==> src/rtl/mem_access_ctrl_pkg.sv <==
// -----------------------------------------------------------------------------
// mem_access_ctrl_pkg
// Shared definitions for the memory-stage blocks:
//   state_t          3-bit controller state encoding
//   LATENCY_MIN/MAX  legal range of the wait-cycle parameter
//   CNT_WIDTH        width of the wait down-counter
//   wait_load_value  value loaded into the wait counter when entering WAIT
// -----------------------------------------------------------------------------
package mem_access_ctrl_pkg;

   typedef enum logic [2:0] {
      IDLE   = 3'd0,
      WAIT   = 3'd1,
      ACCESS = 3'd2,
      RESP   = 3'd3,
      ERR    = 3'd4
   } state_t;

   localparam int LATENCY_MIN = 0;
   localparam int LATENCY_MAX = 7;
   localparam int CNT_WIDTH   = 3;

   // The counter is loaded with latency-1 so that WAIT lasts exactly
   // 'latency' cycles, leaving when the counter reads zero. A latency of
   // zero never enters WAIT, so the value returned for it is unused.
   function automatic logic [CNT_WIDTH-1:0] wait_load_value(input int latency);
      if (latency > 0)
         return CNT_WIDTH'(latency - 1);
      else
         return '0;
   endfunction

endpackage

==> src/rtl/mem_access_ctrl_wait_cnt.sv <==
// -----------------------------------------------------------------------------
// mem_wait_cnt
// 3-bit loadable down-counter with zero flag, used to time the WAIT state.
// Ports:
//   clk         clock, rising edge
//   rst         asynchronous active-high reset, clears the count
//   load        load load_value (has priority over dec)
//   load_value  value to load
//   dec         decrement by one, saturating at zero
//   zero        high while the count is zero
// -----------------------------------------------------------------------------
module mem_wait_cnt
   import mem_access_ctrl_pkg::*;
(
   input  logic                 clk,
   input  logic                 rst,
   input  logic                 load,
   input  logic [CNT_WIDTH-1:0] load_value,
   input  logic                 dec,
   output logic                 zero
);

   logic [CNT_WIDTH-1:0] count;

   // Count register: load wins over decrement, and decrement stops at zero
   // so a stray dec can never wrap the counter back to its maximum.
   always_ff @(posedge clk or posedge rst) begin
      if (rst) begin
         count <= '0;
      end else if (load) begin
         count <= load_value;
      end else if (dec && (count != '0)) begin
         count <= count - 1'b1;
      end
   end

   assign zero = (count == '0);

endmodule

==> src/rtl/mem_access_ctrl.sv <==
// -----------------------------------------------------------------------------
// mem_access_ctrl
// Memory-stage controller between the pipeline and a single-cycle data
// memory. Accepts one load/store at a time, inserts LATENCY wait cycles,
// performs a single one-cycle memory access, then pulses a response.
// Misaligned (odd byte address) requests are answered with an error pulse
// and never reach the memory.
// Parameters:
//   ADDR_WIDTH   byte-address width
//   LATENCY      wait cycles before each access (0..7)
// Ports:
//   clk, rst                  clock / asynchronous active-high reset
//   req_valid, req_wr         request strobe, 1 = store / 0 = load
//   req_addr, req_wdata       request byte address and store data
//   req_ready                 high only in IDLE
//   resp_valid                one-cycle completion pulse
//   resp_rdata, resp_err      load data / misalignment flag with resp_valid
//   mem_enable, mem_wr        memory strobe and write enable (ACCESS only)
//   mem_addr, mem_data_in     memory address and write data (ACCESS only)
//   mem_data_out              memory read data, sampled at the end of ACCESS
// -----------------------------------------------------------------------------
module mem_access_ctrl
   import mem_access_ctrl_pkg::*;
#(
   parameter int ADDR_WIDTH = 16,
   parameter int LATENCY    = 2
) (
   input  logic                  clk,
   input  logic                  rst,
   input  logic                  req_valid,
   input  logic                  req_wr,
   input  logic [ADDR_WIDTH-1:0] req_addr,
   input  logic [15:0]           req_wdata,
   output logic                  req_ready,
   output logic                  resp_valid,
   output logic [15:0]           resp_rdata,
   output logic                  resp_err,
   output logic                  mem_enable,
   output logic                  mem_wr,
   output logic [ADDR_WIDTH-1:0] mem_addr,
   output logic [15:0]           mem_data_in,
   input  logic [15:0]           mem_data_out
);

   localparam logic [CNT_WIDTH-1:0] WAIT_LOAD = wait_load_value(LATENCY);

   generate
      if ((LATENCY < LATENCY_MIN) || (LATENCY > LATENCY_MAX)) begin : g_bad_latency
         $error("mem_access_ctrl: LATENCY out of range");
      end
   endgenerate

   state_t                state;
   state_t                state_next;
   logic                  accept_aligned;
   logic                  cnt_load;
   logic                  cnt_dec;
   logic                  cnt_zero;
   logic                  lat_wr;
   logic [ADDR_WIDTH-1:0] lat_addr;
   logic [15:0]           lat_wdata;
   logic [15:0]           rdata_q;

   mem_wait_cnt u_wait_cnt (
      .clk        (clk),
      .rst        (rst),
      .load       (cnt_load),
      .load_value (WAIT_LOAD),
      .dec        (cnt_dec),
      .zero       (cnt_zero)
   );

   // An aligned request is taken only from IDLE; everything on req_* is
   // ignored in every other state, so a requester holding req_valid through
   // RESP is taken at the first edge after the controller is back in IDLE.
   assign accept_aligned = (state == IDLE) && req_valid && !req_addr[0];

   // State register. Reset abandons whatever is in flight; since memory
   // strobes are only driven from ACCESS, no write can escape afterwards.
   always_ff @(posedge clk or posedge rst) begin
      if (rst) begin
         state <= IDLE;
      end else begin
         state <= state_next;
      end
   end

   // Next-state logic plus counter control. The counter is loaded on the
   // accept edge so it already holds LATENCY-1 in the first WAIT cycle.
   always_comb begin
      state_next = state;
      cnt_load   = 1'b0;
      cnt_dec    = 1'b0;
      case (state)
         IDLE: begin
            if (req_valid) begin
               if (req_addr[0]) begin
                  state_next = ERR;
               end else if (LATENCY > 0) begin
                  state_next = WAIT;
                  cnt_load   = 1'b1;
               end else begin
                  state_next = ACCESS;
               end
            end
         end
         WAIT: begin
            if (cnt_zero) begin
               state_next = ACCESS;
            end else begin
               cnt_dec = 1'b1;
            end
         end
         ACCESS:  state_next = RESP;
         RESP:    state_next = IDLE;
         ERR:     state_next = IDLE;
         default: state_next = IDLE;
      endcase
   end

   // Request capture. Only aligned requests are latched; a misaligned one
   // never touches the memory so its fields are not needed.
   always_ff @(posedge clk or posedge rst) begin
      if (rst) begin
         lat_wr    <= 1'b0;
         lat_addr  <= '0;
         lat_wdata <= '0;
      end else if (accept_aligned) begin
         lat_wr    <= req_wr;
         lat_addr  <= req_addr;
         lat_wdata <= req_wdata;
      end
   end

   // Read-data capture at the edge ending ACCESS. Stores capture zero so
   // the RESP cycle of a store reports zero read data.
   always_ff @(posedge clk or posedge rst) begin
      if (rst) begin
         rdata_q <= '0;
      end else if (state == ACCESS) begin
         rdata_q <= lat_wr ? 16'h0000 : mem_data_out;
      end
   end

   // Output decode. Memory signals are forced to zero outside ACCESS so a
   // read and a write can never overlap and nothing leaks while idle.
   always_comb begin
      req_ready   = 1'b0;
      resp_valid  = 1'b0;
      resp_err    = 1'b0;
      resp_rdata  = 16'h0000;
      mem_enable  = 1'b0;
      mem_wr      = 1'b0;
      mem_addr    = '0;
      mem_data_in = 16'h0000;
      case (state)
         IDLE: begin
            req_ready = 1'b1;
         end
         ACCESS: begin
            mem_enable  = 1'b1;
            mem_wr      = lat_wr;
            mem_addr    = lat_addr;
            mem_data_in = lat_wdata;
         end
         RESP: begin
            resp_valid = 1'b1;
            resp_rdata = rdata_q;
         end
         ERR: begin
            resp_valid = 1'b1;
            resp_err   = 1'b1;
         end
         default: begin
            req_ready = 1'b0;
         end
      endcase
   end

endmodule

==> config.mk <==
export PLATFORM = sky130hd
export DESIGN_NAME = mem_access_ctrl
export DESIGN_NICKNAME = d
export VERILOG_FILES = /design/src/rtl/mem_access_ctrl_pkg.sv /design/src/rtl/mem_access_ctrl_wait_cnt.sv /design/src/rtl/mem_access_ctrl.sv
export SDC_FILE = /design/constraint.sdc
export NUM_CORES = 1
export LEC_CHECK = 0
export CAP_MARGIN = 20
export CORE_ASPECT_RATIO = 0.9
export CORE_UTILIZATION = 45
export CTS_CLUSTER_DIAMETER = 100
export CTS_CLUSTER_SIZE = 12
export DETAILED_ROUTE_END_ITERATION = 12
export PLACE_DENSITY_LB_ADDON = 0.15
export SYNTH_ARGS = -nofsm -noshare
export SYNTH_HDL_FRONTEND = slang
export SYNTH_HIERARCHICAL = 1
export SYNTH_SLANG_ARGS = --single-unit
==> constraint.sdc <==
create_clock -name clk -period 3.25 [get_ports clk]
set_input_delay 0.65 -clock clk [delete_from_list [all_inputs] [get_ports clk]]
set_output_delay 0.65 -clock clk [all_outputs]
set_load 0.005 [all_outputs]
==> flow_metrics.py, run 1 <==
metrics = {
    "setup_path": {
        "startpoint": "state[0]",
        "critical_path_arrival_ns": 2.18,
        "r2r-start": "u_wait_cnt/count[0]",
        "crit_end": "mem_addr[1]",
        "r2r_end": "u_wait_cnt/count[1]",
        "rrSetupSlack_ns": 1.09,
        "crit_required_ns": 2.60,
        "cp_max_fo": 50,
        "critPathLaunchType": "flip-flop",
        "worst_setup_path_end_kind": "primary output",
        "criticalPathCategory": "reg2out",
        "r2r_cells": 7,
    },
    "detailed_routing": {
        "drc": 0,
        "ant_nets": 0,
        "wl_per_cell_um": 14.0,
        "drt-total-wl_um": 5650,
        "viasPerCell": 4.84,
        "drtIter0Drc": 60,
        "vias": 1962,
        "firstDrtPassIters": 4,
    },
    "timing": {
        "slew_violations": 0,
        "setup_tns_ns": 0,
        "rsz0062_at_grt": "no",
        "fin_crit_sh_pct": 87.1,
        "worst_pin_slew_ns": 0.662,
        "finalSetupViolations": 0,
        "fin_skew_ns": 0.00264,
        "whs_ns": 0.464,
        "slew_headroom_pct": 55.8,
        "layout_min_cycle_time_ns": 2.83,
        "timing_hold_violations_final": 0,
        "max_freq_ghz": 0.353,
    },
    "placed_design": {
        "dpl-instance-area_sq_um": 3820,
        "hpwl_um": 3900,
        "placed_cells": 399,
        "gp_congestion": 0.704,
        "numPortBuffers": 104,
    },
    "clock_network": {
        "postCtsSetupBuffers": 0,
        "cts_hold_buf": 0,
        "tritoncts": "built",
        "htreeDepth": 2,
        "cts.reportedPaths.clkPinSlew_ns": 0.09,
        "cts_buffers": 5,
        "worst_skew_pair.late_latency_ns": 0.30,
        "cts_sinks": 55,
        "root_buffer": "clkbuf_8",
        "cts_resized": 0,
        "cts_buffer_depth": 2,
    },
    "floorplanning": {
        "ioPinCount": 105,
        "die_w_um": 85.1,
        "start_util_pct": 48.0,
        "core_sq_um": 5820,
        "rows": 26,
        "fp.dieArea_sq_um": 6530,
        "die_height_um": 76.8,
    },
    "grt": {
        "grtUsageTotal_pct": 18.8,
        "grt_pass1_vias": 2061,
        "antenna_found_initial": 0,
        "grt_pass1_wl_um": 9610,
        "grt_overflow_total": 0,
        "grt_max_degree": 53,
    },
    "pwr": {
        "p_total_mw": 2.75,
        "pwr-share-comb_pct": 43.6,
        "p_clk_share_pct": 12.6,
        "swShare_pct": 29.9,
        "p_sw_mw": 0.822,
        "internal_power_mw": 1.93,
        "seq_power_share_pct": 43.8,
        "p_leak_nw": 1.75,
        "ir_drop_mv": 0.366,
        "p_per_area_nw_per_um2": 706,
    },
    "yosys": {
        "yosysSeqAreaShare_pct": 49.2,
        "yosysTopAreaCellShare_pct": 49.2,
        "netlist_area_sq_um": 2800,
        "yosys.area.top_type": "dfrtp_1",
        "ys_warn_count": 6,
        "ys_top_cells_by_area": "dfrtp_1, mux2_4, and2_1",
        "ys_ff_latch": 55,
        "netlist_instances": 235,
        "syn_avg_cell_area_sq_um": 11.9,
        "synthDistinctLibCells": 31,
    },
    "layout": {
        "design_area_sq_um": 3900,
        "fin_nets": 390,
        "stdcell_count": 405,
        "fillers": 473,
        "area_growth_pct": 39.3,
        "drive_above_1_share_pct": 14.3,
        "diodes": 0,
    },
    "outcome": {
        "status": "complete, no violations",
    },
    "min_path": {
        "hold_path.class": "reg2reg",
    },
    "job": {
        "maxCapViolations": 0,
    },
}
cells in the mapped netlist:
| cell | n |
|---|---|
| dfrtp_1 | 55 |
| and2_1 | 49 |
| nand2_1 | 32 |
| mux2_4 | 28 |
| nand3b_1 | 17 |
| inv_1 | 5 |
| buf_6 | 4 |
| mux2_2 | 4 |
| nor2b_1 | 4 |
| a221o_1 | 3 |
| buf_12 | 3 |
| buf_4 | 3 |
| clkbuf_1 | 3 |
| nor4b_1 | 3 |
| a21oi_1 | 2 |
| and3b_1 | 2 |
| buf_2 | 2 |
| conb_1 | 2 |
| ha_1 | 2 |
| and2b_4 | 1 |
| and3_1 | 1 |
| clkinv_4 | 1 |
| nand2b_1 | 1 |
| nor2_1 | 1 |
| nor3_2 | 1 |
| nor3b_1 | 1 |
| o21bai_1 | 1 |
| or2_2 | 1 |
| or2b_1 | 1 |
| or3b_1 | 1 |
| or3b_2 | 1 |
area by class of cell:
| type | instances | area [sq um] | area share (%) |
|---|---|---|---|
| sequential | 55 | 1380 | 35.3 |
| multi-input combinational | 160 | 1250 | 32.0 |
| timing repair buffer | 108 | 1080 | 27.8 |
| tap | 70 | 87.6 | 2.25 |
| clock buffer | 6 | 72.6 | 1.86 |
| inverter | 6 | 27.5 | 0.706 |
flip-flops by register name (all words and copies together) (netlist names):
signal and flops:
state 3, rdata_q 16, u_wait_cnt/count 3, lat_wr 1, lat_addr 16, lat_wdata 16
power by group through the flow:
| stage | Sequential (mW) | Combinational, mW | Clock (mW) |
|---|---|---|---|
| floorplan | 1.14 | 0.884 | 0 |
| global placement | 1.21 | 1.18 | 0 |
| detailed placement | 1.21 | 1.21 | 0 |
| CTS | 1.21 | 1.22 | 0.363 |
| global route | 1.27 | 1.32 | 0.384 |
| finish | 1.20 | 1.20 | 0.348 |
logic make-up (layout without fill, tap and decap cells):
logic type,after synthesis,after routing,synth area share (%)
other,2,3,0.269
buffers and inverters,21,120,6.31
AO/OA/AOI/OAI,6,6,1.70
adder cells (fa/ha/maj),2,2,0.895
AND/OR/NAND/NOR,117,117,25.0
flip-flops,55,55,49.2
multiplexers,32,32,16.6
routing by layer:
layer / GRT usage (%) / wire length, um / vias up
met4: 6.10 / 67 / 0
met3: 4.84 / 399 / 8
li1: - / - / 963
met5: 0 / 0 / -
met2: 30.2 / 2580 / 58
met1: 24.8 / 2600 / 933
critical path, cell delays in order (launching register included):
cell and delay [ns]:
dfrtp_1 0.45, or3b_1 0.46, clkinv_4 0.26, and2_1 0.18, clkdlybuf4s50_1 0.52
how the worst min path moves through the flow:
stage / slack (ns) / end / start / depth (start not counted)
4_1_cts: 0.47 / rdata_q[6] / rdata_q[6] / 2
6_report: 0.46 / rdata_q[6] / rdata_q[6] / 2
3_3_place_gp: 0.44 / rdata_q[12] / rdata_q[12] / 2
2_1_floorplan: 0.40 / u_wait_cnt/count[0] / rst / 1
5_1_grt: 0.50 / rdata_q[5] / rdata_q[5] / 2
3_5_place_dp: 0.45 / rdata_q[6] / rdata_q[6] / 2
stage by stage:
| step | setup WS [ns] | utilization [%] |
|---|---|---|
| global placement | 0.761 | 65.7 |
| floorplan | 1.34 | - |
| CTS | 0.390 | 66.9 |
| detailed placement | 0.732 | 65.7 |
| finish | 0.419 | 66.9 |
| global route | 0.303 | 66.9 |
cells in the final DEF (no fill, tap or decap), types with 2 or more instances in the layout:
cell type          n
inv_1              4
mux2_2             4
and2_1            49
nand3b_1          17
ha_1               2
a21oi_1            2
nor2b_1            4
buf_4              3
clkdlybuf4s50_1  104
dfrtp_1           55
nor4b_1            3
mux2_4            28
conb_1             3
clkbuf_8           5
nand2_1           32
a221o_1            3
Note: power is estimated with default switching activity, not from simulation.
==> inputs of run 2 (changes only) <==
--- a/config.mk
+++ b/config.mk
@@ -8,6 +8,7 @@
 export CAP_MARGIN = 20
 export CORE_ASPECT_RATIO = 0.9
 export CORE_UTILIZATION = 45
+export CTS_BUF_LIST = sky130_fd_sc_hd__clkbuf_16
 export CTS_CLUSTER_DIAMETER = 100
 export CTS_CLUSTER_SIZE = 12
 export DETAILED_ROUTE_END_ITERATION = 12
==> run 2 against run 1 <==
Compared with the run above:
- utilization up 0.97 points
- power up 5.5%
- global-route usage rose by 0.46 points
- non-clock buffer count unchanged
- final cell count unchanged
- worst hold slack worse by 0.0066 ns
- count of clock-buffer cells in the layout is 1 lower
- sequential cell count unchanged
==> flow_metrics.py, run 2 (same netlist as run 1, synthesis figures left out) <==
metrics = {
    "outcome": {
        "status": "complete, no violations",
    },
    "detailed_routing": {
        "firstDrtPassIters": 4,
        "drtIter0Drc": 49,
        "wl_per_cell_um": 14.0,
        "ant_nets": 0,
        "drc": 0,
        "vias": 1951,
        "viasPerCell": 4.82,
        "drt-total-wl_um": 5660,
    },
    "timing": {
        "timing_hold_violations_final": 0,
        "slew_headroom_pct": 55.8,
        "setup_tns_ns": 0,
        "finalSetupViolations": 0,
        "worst_pin_slew_ns": 0.663,
        "fin_skew_ns": 0.00174,
        "rsz0062_at_grt": "no",
        "max_freq_ghz": 0.355,
        "slew_violations": 0,
        "layout_min_cycle_time_ns": 2.81,
        "fin_crit_sh_pct": 86.6,
    },
    "floorplanning": {
        "fp.dieArea_sq_um": 6530,
        "core_sq_um": 5820,
        "start_util_pct": 48.0,
        "rows": 26,
        "ioPinCount": 105,
        "die_w_um": 85.1,
        "die_height_um": 76.8,
    },
    "placed_design": {
        "hpwl_um": 3900,
        "gp_congestion": 0.704,
        "numPortBuffers": 104,
    },
    "clock_network": {
        "cts_resized": 0,
        "tritoncts": "built",
        "root_buffer": "clkbuf_16",
        "cts.reportedPaths.clkPinSlew_ns": 0.06,
        "cts_sinks": 55,
        "worst_skew_pair.late_latency_ns": 0.29,
        "cts_hold_buf": 0,
        "cts_buffer_depth": 2,
        "postCtsSetupBuffers": 0,
        "cts_buffers": 5,
        "htreeDepth": 2,
    },
    "job": {
        "maxCapViolations": 0,
    },
    "layout": {
        "final_common_cell": "clkdlybuf4s50_1",
        "utilization_pct": 67.9,
        "drive_above_1_share_pct": 14.3,
        "diodes": 0,
        "fin_nets": 390,
        "most-common-layout-cells": "clkdlybuf4s50_1, dfrtp_1, and2_1, nand2_1, mux2_4",
        "top_regs": "lat_addr: 16 flops, lat_wdata: 16 flops, rdata_q: 16 flops",
        "area_growth_pct": 41.3,
    },
    "setup_path": {
        "cp_max_fo": 50,
        "worst_setup_path_end_kind": "primary output",
        "critical_path_arrival_ns": 2.16,
        "crit_required_ns": 2.60,
        "crit_chain": "or3b_1 > clkinv_4 > and2_1 > clkdlybuf4s50_1",
        "criticalPathCategory": "reg2out",
        "r2r_cells": 7,
        "cp_slowest_cell": "clkdlybuf4s50_1",
        "critPathMaxStageDelay_ns": 0.52,
        "critPathLaunchType": "flip-flop",
    },
    "grt": {
        "grt_max_degree": 53,
        "grt_overflow_total": 0,
        "grtUsageTotal_pct": 19.3,
        "grt_pass1_vias": 2056,
        "grt_pass1_wl_um": 9680,
        "antenna_found_initial": 0,
    },
    "min_path": {
        "hold_path.class": "reg2reg",
        "holdPathStages": 2,
    },
    "pwr": {
        "p_leak_nw": 1.78,
        "p_per_area_nw_per_um2": 734,
        "ir_drop_mv": 0.338,
    },
}
run 2: area by class of cell:
| cell class | instances | area (sq um) |
|---|---|---|
| clock inverter | 1 | 3.75 |
| clock buffer | 5 | 125 |
| tap | 70 | 87.6 |
| fill | 458 | 1870 |
| multi-input combinational | 160 | 1250 |
| inverter | 6 | 27.5 |
| timing repair buffer | 108 | 1080 |
| sequential | 55 | 1380 |
run 2: final timing paths:
kind / from / to / slack, ns
max: state[0] / mem_addr[5] / 0.44
min: rdata_q[6] / rdata_q[6] / 0.46
max reg2reg: u_wait_cnt/count[0] / u_wait_cnt/count[1] / 1.09
min reg2reg: rdata_q[6] / rdata_q[6] / 0.46
max in group asynchronous: rst / lat_addr[12] / 1.91
min in group asynchronous: rst / u_wait_cnt/count[2] / 0.57
run 2: power by group:
part           total, mW  internal [mW]  switching (mW)
registers           1.21           1.01           0.196
clock network      0.497          0.274           0.223
logic               1.20          0.775           0.422
run 2: metal layers:
layer | track usage [%] | vias to the layer above | part of all wire [%]
met3 | 5.49 | 8 | 7.1
met4 | 8.14 | 0 | 1.7
li1 | - | 962 | -
met5 | 0 | - | 0
met1 | 24.7 | 925 | 45
met2 | 30.5 | 56 | 46
run 2: stage by stage:
step                      setup WS (ns)  hold slack (ns)  cell area, sq um  power, mW  std cells
after floorplan                    1.34            0.404              2800       2.03        236
after global placement            0.761            0.440              3820       2.39        399
after detailed placement          0.732            0.447              3820       2.42        399
after CTS                         0.402            0.462              3950       2.94        405
after global routing              0.314            0.489              3950       3.13        405
final                             0.437            0.457              3950       2.90        405
run 2: critical path: cells and delay by family, from the launching register on:
kind	cells	cell delay, ns
and+or+nand+nor	2	0.64
DFF	1	0.44
buffers and inverters	2	0.78
